--- config.mk ---
export PLATFORM = sky130hd
export DESIGN_NAME = uart_alu_intf_flat
export DESIGN_NICKNAME = d
export VERILOG_FILES = /design/src/rtl/uart_alu_pkg.sv /design/src/rtl/uart_alu_intf_if.sv /design/src/rtl/uart_alu_intf_frame_timer.sv /design/src/rtl/uart_alu_intf.sv /design/src/flat_wrapper.sv
export SDC_FILE = /design/constraint.sdc
export NUM_CORES = 1
export LEC_CHECK = 0
export BUFFER_PORTS_ARGS = -buffer_cell sky130_fd_sc_hd__buf_4
export CORE_MARGIN = 2
export CORE_UTILIZATION = 30
export DETAILED_ROUTE_END_ITERATION = 16
export GPL_ROUTABILITY_DRIVEN = 0
export PLACE_DENSITY = 0.61
export SLEW_MARGIN = 20
export SYNTH_ARGS = -nofsm -noshare
export SYNTH_HDL_FRONTEND = slang
export SYNTH_HIERARCHICAL = 1
export SYNTH_SLANG_ARGS = --single-unit
--- constraint.sdc ---
create_clock -name clk -period 3.05 [get_ports clk]
set_clock_uncertainty 0.1 [all_clocks]
set_input_delay 0.4575 -clock clk [delete_from_list [all_inputs] [get_ports clk]]
set_output_delay 0.4575 -clock clk [all_outputs]
set_load 0.05 [all_outputs]
--- src/rtl/uart_alu_pkg.sv ---
// Shared types and constants for the UART/ALU glue stage: state encoding,
// ALU opcode values and default widths.
package uart_alu_pkg;

   localparam int NB_DATA_DEF = 8;
   localparam int NB_OP_DEF   = 6;

   localparam logic [5:0] OP_ADD = 6'h20;
   localparam logic [5:0] OP_SUB = 6'h22;
   localparam logic [5:0] OP_AND = 6'h24;
   localparam logic [5:0] OP_OR  = 6'h25;
   localparam logic [5:0] OP_XOR = 6'h26;
   localparam logic [5:0] OP_SRA = 6'h03;
   localparam logic [5:0] OP_SRL = 6'h02;
   localparam logic [5:0] OP_NOR = 6'h27;

   typedef enum logic [2:0] {
      ST_WAIT_A  = 3'd0,
      ST_WAIT_B  = 3'd1,
      ST_WAIT_OP = 3'd2,
      ST_EXEC    = 3'd3,
      ST_SEND    = 3'd4,
      ST_WAIT_TX = 3'd5
   } state_e;

   function automatic logic is_busy(input state_e s);
      return (s == ST_EXEC) || (s == ST_SEND) || (s == ST_WAIT_TX);
   endfunction

endpackage

--- src/rtl/uart_alu_intf_if.sv ---
// Bundle of receiver, ALU and transmitter signals seen by uart_alu_intf.
// The slave modport is the glue stage; master is its environment.
interface uart_alu_intf_if
   import uart_alu_pkg::*;
#(
   parameter int NB_DATA = NB_DATA_DEF,
   parameter int NB_OP   = NB_OP_DEF
);
   logic               rx_done_tick;
   logic [NB_DATA-1:0] rx_data;
   logic [NB_DATA-1:0] alu_result;
   logic               tx_done_tick;
   logic [NB_DATA-1:0] alu_a;
   logic [NB_DATA-1:0] alu_b;
   logic [NB_OP-1:0]   alu_op;
   logic               tx_start;
   logic [NB_DATA-1:0] tx_data;
   logic               busy;
   logic               overrun;
   logic               timeout;

   modport slave (
      input  rx_done_tick, rx_data, alu_result, tx_done_tick,
      output alu_a, alu_b, alu_op, tx_start, tx_data, busy, overrun, timeout
   );

   modport master (
      output rx_done_tick, rx_data, alu_result, tx_done_tick,
      input  alu_a, alu_b, alu_op, tx_start, tx_data, busy, overrun, timeout
   );
endinterface

--- src/rtl/uart_alu_intf_frame_timer.sv ---
// Inter-byte timeout counter; expire is asserted while enabled and the count
// has reached TIMEOUT_CYCLES-1.
module frame_timer #(
   parameter int TIMEOUT_CYCLES = 1_000_000
) (
   input  logic clk,
   input  logic reset,
   input  logic clear,
   input  logic enable,
   output logic expire
);
   localparam int CW = (TIMEOUT_CYCLES > 1) ? $clog2(TIMEOUT_CYCLES) : 1;
   localparam logic [CW-1:0] LAST = CW'(TIMEOUT_CYCLES - 1);

   logic [CW-1:0] count_q, count_d;

   always_comb begin
      count_d = count_q;
      if (clear)       count_d = '0;
      else if (enable) count_d = count_q + 1'b1;
   end

   always_ff @(posedge clk) begin
      if (reset) count_q <= '0;
      else       count_q <= count_d;
   end

   assign expire = enable && (count_q == LAST);
endmodule

--- src/rtl/uart_alu_intf.sv ---
// Three-byte frame assembler between UART RX, a combinational ALU and UART TX.
// Optional inter-byte timeout enabled with macro UART_ALU_INTF_TIMEOUT_EN.
module uart_alu_intf
   import uart_alu_pkg::*;
#(
   parameter int NB_DATA        = NB_DATA_DEF,
   parameter int NB_OP          = NB_OP_DEF,
   parameter int TIMEOUT_CYCLES = 1_000_000
) (
   input  logic            clk,
   input  logic            reset,
   uart_alu_intf_if.slave  bus
);
   state_e             state_q, state_d;
   logic [NB_DATA-1:0] alu_a_q, alu_a_d;
   logic [NB_DATA-1:0] alu_b_q, alu_b_d;
   logic [NB_OP-1:0]   alu_op_q, alu_op_d;
   logic [NB_DATA-1:0] tx_data_q, tx_data_d;
   logic               tx_start_q, tx_start_d;
   logic               busy_q, busy_d;
   logic               overrun_q, overrun_d;
   logic               timeout_q, timeout_d;
   logic               accept;
   logic               expire;

   always_comb begin
      state_d    = state_q;
      alu_a_d    = alu_a_q;
      alu_b_d    = alu_b_q;
      alu_op_d   = alu_op_q;
      tx_data_d  = tx_data_q;
      tx_start_d = 1'b0;
      overrun_d  = 1'b0;
      timeout_d  = 1'b0;
      accept     = 1'b0;
      case (state_q)
         ST_WAIT_A: if (bus.rx_done_tick) begin
            alu_a_d = bus.rx_data;
            accept  = 1'b1;
            state_d = ST_WAIT_B;
         end
         // A byte in the expiry cycle takes priority over the timeout.
         ST_WAIT_B: if (bus.rx_done_tick) begin
            alu_b_d = bus.rx_data;
            accept  = 1'b1;
            state_d = ST_WAIT_OP;
         end else if (expire) begin
            timeout_d = 1'b1;
            state_d   = ST_WAIT_A;
         end
         ST_WAIT_OP: if (bus.rx_done_tick) begin
            alu_op_d = bus.rx_data[NB_OP-1:0];
            accept   = 1'b1;
            state_d  = ST_EXEC;
         end else if (expire) begin
            timeout_d = 1'b1;
            state_d   = ST_WAIT_A;
         end
         // tx_start is registered, so it is raised on the way into SEND.
         ST_EXEC: begin
            tx_data_d  = bus.alu_result;
            tx_start_d = 1'b1;
            state_d    = ST_SEND;
         end
         ST_SEND:    state_d = ST_WAIT_TX;
         ST_WAIT_TX: if (bus.tx_done_tick) state_d = ST_WAIT_A;
         default:    state_d = ST_WAIT_A;
      endcase
      if (is_busy(state_q) && bus.rx_done_tick) overrun_d = 1'b1;
      busy_d = is_busy(state_d);
   end

   always_ff @(posedge clk) begin
      if (reset) begin
         state_q    <= ST_WAIT_A;
         alu_a_q    <= '0;
         alu_b_q    <= '0;
         alu_op_q   <= '0;
         tx_data_q  <= '0;
         tx_start_q <= 1'b0;
         busy_q     <= 1'b0;
         overrun_q  <= 1'b0;
         timeout_q  <= 1'b0;
      end else begin
         state_q    <= state_d;
         alu_a_q    <= alu_a_d;
         alu_b_q    <= alu_b_d;
         alu_op_q   <= alu_op_d;
         tx_data_q  <= tx_data_d;
         tx_start_q <= tx_start_d;
         busy_q     <= busy_d;
         overrun_q  <= overrun_d;
         timeout_q  <= timeout_d;
      end
   end

`ifdef UART_ALU_INTF_TIMEOUT_EN
   frame_timer #(.TIMEOUT_CYCLES(TIMEOUT_CYCLES)) u_frame_timer (
      .clk    (clk),
      .reset  (reset),
      .clear  (accept || timeout_d),
      .enable ((state_q == ST_WAIT_B) || (state_q == ST_WAIT_OP)),
      .expire (expire)
   );
`else
   assign expire = 1'b0;
`endif

   assign bus.alu_a    = alu_a_q;
   assign bus.alu_b    = alu_b_q;
   assign bus.alu_op   = alu_op_q;
   assign bus.tx_data  = tx_data_q;
   assign bus.tx_start = tx_start_q;
   assign bus.busy     = busy_q;
   assign bus.overrun  = overrun_q;
   assign bus.timeout  = timeout_q;
endmodule

--- src/flat_wrapper.sv ---
// flat-port wrapper written by rule: the top's interface ports become plain ports
module uart_alu_intf_flat import uart_alu_pkg::*;
#(
   parameter int NB_DATA        = NB_DATA_DEF,
   parameter int NB_OP          = NB_OP_DEF,
   parameter int TIMEOUT_CYCLES = 1_000_000
)
  (clk, reset, bus_rx_done_tick, bus_rx_data, bus_alu_result, bus_tx_done_tick, bus_alu_a, bus_alu_b, bus_alu_op, bus_tx_start, bus_tx_data, bus_busy, bus_overrun, bus_timeout);
  uart_alu_intf_if #(.NB_DATA(NB_DATA), .NB_OP(NB_OP)) bus_i ();
  input  logic clk;
  input  logic reset;
  input wire logic [$bits(bus_i.rx_done_tick)-1:0] bus_rx_done_tick;
  input wire logic [$bits(bus_i.rx_data)-1:0] bus_rx_data;
  input wire logic [$bits(bus_i.alu_result)-1:0] bus_alu_result;
  input wire logic [$bits(bus_i.tx_done_tick)-1:0] bus_tx_done_tick;
  output wire logic [$bits(bus_i.alu_a)-1:0] bus_alu_a;
  output wire logic [$bits(bus_i.alu_b)-1:0] bus_alu_b;
  output wire logic [$bits(bus_i.alu_op)-1:0] bus_alu_op;
  output wire logic [$bits(bus_i.tx_start)-1:0] bus_tx_start;
  output wire logic [$bits(bus_i.tx_data)-1:0] bus_tx_data;
  output wire logic [$bits(bus_i.busy)-1:0] bus_busy;
  output wire logic [$bits(bus_i.overrun)-1:0] bus_overrun;
  output wire logic [$bits(bus_i.timeout)-1:0] bus_timeout;
  assign bus_i.rx_done_tick = bus_rx_done_tick;
  assign bus_i.rx_data = bus_rx_data;
  assign bus_i.alu_result = bus_alu_result;
  assign bus_i.tx_done_tick = bus_tx_done_tick;
  assign bus_alu_a = bus_i.alu_a;
  assign bus_alu_b = bus_i.alu_b;
  assign bus_alu_op = bus_i.alu_op;
  assign bus_tx_start = bus_i.tx_start;
  assign bus_tx_data = bus_i.tx_data;
  assign bus_busy = bus_i.busy;
  assign bus_overrun = bus_i.overrun;
  assign bus_timeout = bus_i.timeout;
  uart_alu_intf #(.NB_DATA(NB_DATA), .NB_OP(NB_OP), .TIMEOUT_CYCLES(TIMEOUT_CYCLES)) u_core (.clk(clk), .reset(reset), .bus(bus_i));
endmodule
Word-level counts from Yosys, hierarchy flattened
Index checks and enable logic that the tools add are counted.

word-level totals
  bits in registers = 36
  bits in latches = 0
  bits in writable memories = 0
  bits in read-only memories = 0
  logic and storage cells = 32
  memories = 0

operators by class
  $add $sub $neg = 0
  multiply operators = 0
  div/mod/pow operators = 0
  magnitude comparators = 0
  equal/unequal tests = 8
  shifts and indexed selects = 0
  muxes and demuxes = 7
  bitwise operators = 0
  reductions and logical operators = 9

operators by type and width
  operator                                                                count
  3-bit case mux with 6 select lines                                      1
  3-bit equality test (second input constant)                             4
  3-bit 2-to-1 mux                                                        4
  3-bit by 2-bit equality test with 1-bit output (second input constant)  3
  2-bit AND reduction                                                     3
  1-bit logical OR                                                        4
  3-bit by 1-bit equality test with 1-bit output (second input constant)  1
  3-bit logical NOT                                                       1
  1-bit 2-to-1 mux                                                        2
  1-bit logical AND                                                       1

Depth between registers and ports, before layout
  depth in word-level cells = 5
  gate-level depth with buffers = 5
  depth with buffers taken out = 3

Least setup slack after synthesis
No wires, ideal clock.

  path kind = reg-to-reg
  start point = register u_core.state_q[1]
  end point = register u_core.alu_a_q[3], in the netlist u_core/bus.alu_a[3]
  data arrival time = 1.185 ns
  required time = 2.818 ns
  slack = 1.633 ns
  cell stages (with the launch flop) = 6
  path buffers = 2
  cells stage by stage = dfxtp_1 -> buf_6 -> or4b_4 -> buf_6 -> nand2_1 -> a21oi_1

on the way
  cells in the longest elaborated chain, start to end = 2

RTL lines
  what                           line                 text
  start, declared                uart_alu_intf.sv:14  state_e state_q, state_d;
  start signal, assigned         uart_alu_intf.sv:85  state_q <= state_d;
  3-bit logical NOT              uart_alu_intf.sv:36  case (state_q)
  2-bit AND reduction (no line)  n/a
  end signal, assigned           uart_alu_intf.sv:86  alu_a_q <= alu_a_d;
  end, declared                  uart_alu_intf.sv:15  logic [NB_DATA-1:0] alu_a_q, alu_a_d;

No other way between the ends.
A chain may end at the register's enable or synchronous reset.

Worst setup path in the final report
  start point = register u_core.state_q[0]
  end point = register u_core.tx_data_q[1], in the netlist u_core/bus.tx_data[1]

on the way
  cells in the longest elaborated chain, start to end = 1

RTL lines
  what                                            line                 text
  3-bit by 2-bit equality test with 1-bit output  uart_alu_intf.sv:36
  end signal, assigned                            uart_alu_intf.sv:89  tx_data_q <= tx_data_d;
  end, declared                                   uart_alu_intf.sv:18  logic [NB_DATA-1:0] tx_data_q, tx_data_d;

No other way between the ends.

==> flow_metrics.tcl <==
set metrics [dict create \
    p_clk_frac 0.318 \
    final_nets 207 \
    combPwrFrac 0.168 \
    fill_cells 457 \
    ys_seq_area_frac 0.5213 \
    timing.rr.start "u_core/state_q[0]" \
    ff2ff_setup_slack_ns 1.38 \
    tightest_slew_ns 0.6479 \
    yosys.area_share.adder 0 \
    avgSynthCellArea_um2 9.876 \
    synth_mux_area_frac 0.1593 \
    vias_per_cell 4.544 \
    multi_input_area_um2 576.8 \
    p_int_w 0.0007047 \
    rr_worst_depth 3 \
    syn-num-nets 160 \
    n_antenna_cell 0 \
    tritoncts "yes" \
    peakVddDrop_v 0.0002432 \
    grt_max_degree 36 \
    io_pins 54 \
    period_minus_slack_ns 1.670 \
    startpoint "u_core/state_q[0]" \
    fin_crit_sh 0.5477 \
    worstHoldPathType "input pin to register" \
    register_area_um2 720.7 \
    grt-ovfl-total 0 \
    cp-start-kind "register" \
    fmax_ghz 0.5986 \
    grt_pass1_wl_mm 4.802 \
    crit_type "register to register" \
    crit_arrival_ns 1.73 \
    cts_setup_buffers 0 \
    cp.required_ns 3.11 \
    first_pass_iters 4 \
    area_growth_syn_to_layout_pct 32.94 \
    relSlewSlack 0.5668 \
    end_kind "register" \
    clk_pin_slew_ns 0.07 \
    synthXorXnorAreaFrac 0 \
    syn_inst 140 \
    yosysTopAreaCell "dfxtp_1" \
    swShare 0.2803 \
    drt-initial-drc-count 54 \
    synth_compound_area_frac 0.06244 \
    final_cell_area_mm2 0.001838 \
    yosys.area_share.simple 0.1928 \
    final_cells 239 \
    vias 1086 \
    die_h_um 71.89 \
    cts_resized 0 \
    grtUsageTotal 0.1203 \
    rows 24 \
    place_ws_ns 1.386 \
    clockRootBuffer "clkbuf_8" \
    clock_latency_ns 0.28 \
    synthesis.area_mm2 0.001383 \
    synth_top_family_by_area "simple AND/OR/NAND/NOR gates" \
    switchingPower_w 0.0002744 \
    cts-hold-fix-buffers 0 \
    antenna_found_initial 0 \
    worstSetupEndpoint "u_core/bus.tx_data[1]" \
    dieArea_mm2 0.005167 \
    avgRoutedWirePerCell_um 12.42 \
    htreeDepth 2 \
    p_leak_nw 0.8501 \
    drive_above_1_share 0.3262 \
    max_cap_violations 0 \
    setup_viol 0 \
    rsz0062_at_grt "no" \
    dp_hpwl_mm 2.014 \
    clock-sinks 36 \
    power_frac_seq 0.514 \
    fin_tns_setup_ns 0 \
    dp_cells 232 \
    port_buffers 52 \
    synth_top_cell_area_share 0.5213 \
    hold_violations 0 \
    critical_path.max_fanout 11 \
    p_per_area_mw_per_mm2 532.7 \
    start_util 0.3154 \
    synth.distinct_cells 24 \
    setup_slack_ns 1.380 \
    drcViolationCount 0 \
    hold_depth 3 \
    dpl_cell_area_mm2 0.001760 \
    r2r-end "u_core/bus.tx_data[1]" \
    slew_violations 0 \
    yosysWarnings 6 \
    cts_buffers 5 \
    routed_wl_mm 2.968 \
    status "finished clean" \
    cts.path.max_buffers 2 \
    synthTopCellsByArea "dfxtp_1 52%, mux2i_1 16%, nor2_1 6.5%" \
    die_x_um 71.89 \
    coreArea_mm2 0.004384 \
    grt_pass1_vias 999 \
    route.antenna.remaining_nets 0 \
    ys_ff_latch 36 \
]
cells in the final DEF (no fill, tap or decap), types with 2 or more instances in the layout:
cell type	n
a21oi_1	11
inv_1	2
mux2i_1	22
nand3b_1	2
nand2b_1	2
nand2_1	17
buf_4	52
nor2_1	24
dfxtp_1	36
clkbuf_8	5
area by class of cell:
cell class | instances | area share
Multi-Input combinational cell | 90 | 0.3138
Clock buffer | 6 | 0.03948
Timing Repair Buffer | 52 | 0.2124
Tap cell | 52 | 0.03540
Clock inverter | 1 | 0.002723
Sequential cell | 36 | 0.3921
Inverter | 2 | 0.004084
cell usage after synthesis (all sizes together):
cell / number
nor4b: 2
clkbuf: 4
and4bb: 2
conb: 1
o31a: 1
buf: 8
nand2b: 2
nand2: 17
inv: 2
or4b: 1
a211oi: 1
a21oi: 11
or2b: 1
nor2: 24
and3: 1
dfxtp: 36
o211ai: 1
a21o: 1
nand3b: 2
mux2i: 22
flip-flops by register name (all words and copies together) (netlist names):
name,cells
u_core/bus.alu_a,8
u_core/bus.alu_b,8
u_core/bus.alu_op,6
u_core/bus.busy,1
u_core/bus.overrun,1
u_core/bus.tx_data,8
u_core/bus.tx_start,1
u_core/state_q,3
per-layer routing:
metal	wire length, µm	global-route usage	vias to the layer above
met5	0	0	-
met4	28	0.04403	0
met3	233	0.05485	5
met2	1389	0.1842	34
met1	1316	0.1489	497
li1	-	-	550
worst min path at each step:
stage / start / endpoint / slack [ns]
global route: bus_alu_result[4] / u_core/bus.tx_data[4] / 0.30
floorplan: u_core/state_q[2] / u_core/state_q[1] / 0.47
CTS: bus_alu_result[3] / u_core/bus.tx_data[3] / 0.30
detailed placement: u_core/bus.alu_a[4] / u_core/bus.alu_a[4] / 0.35
finish: bus_alu_result[3] / u_core/bus.tx_data[3] / 0.31
global placement: u_core/bus.alu_a[7] / u_core/bus.alu_a[7] / 0.35
critical path, stage by stage (launching register included):
cell and delay, ns:
dfxtp_1 0.54, nand3b_1 0.54, mux2i_1 0.31, nor2_1 0.06
cell families (layout without fill, tap and decap cells):
kind of cell / Yosys count / after routing
flops: 36 / 36
simple gates: 52 / 52
buf+inv: 14 / 61
compound gates: 15 / 15
mux: 22 / 22
other cells: 1 / 1
power by group through the flow:
stage	clock (W)	sequential (W)	combinational (W)
floorplan	0	0.000562	0.0000663
global placement	0	0.000513	0.000167
detailed placement	0	0.000513	0.000166
CTS	0.000328	0.000503	0.000167
global route	0.000347	0.000506	0.000175
finish	0.000311	0.000503	0.000165
through the flow:
stage / utilization / total power, W / hold WS (ns)
2_1_floorplan: - / 0.0006285 / 0.4723
3_3_place_gp: 0.4015 / 0.0006800 / 0.3453
3_5_place_dp: 0.4015 / 0.0006798 / 0.3524
4_1_cts: 0.4192 / 0.0009979 / 0.2956
5_1_grt: 0.4192 / 0.001027 / 0.3030
6_report: 0.4192 / 0.0009791 / 0.3064
Power figures use the tool's default switching activity.
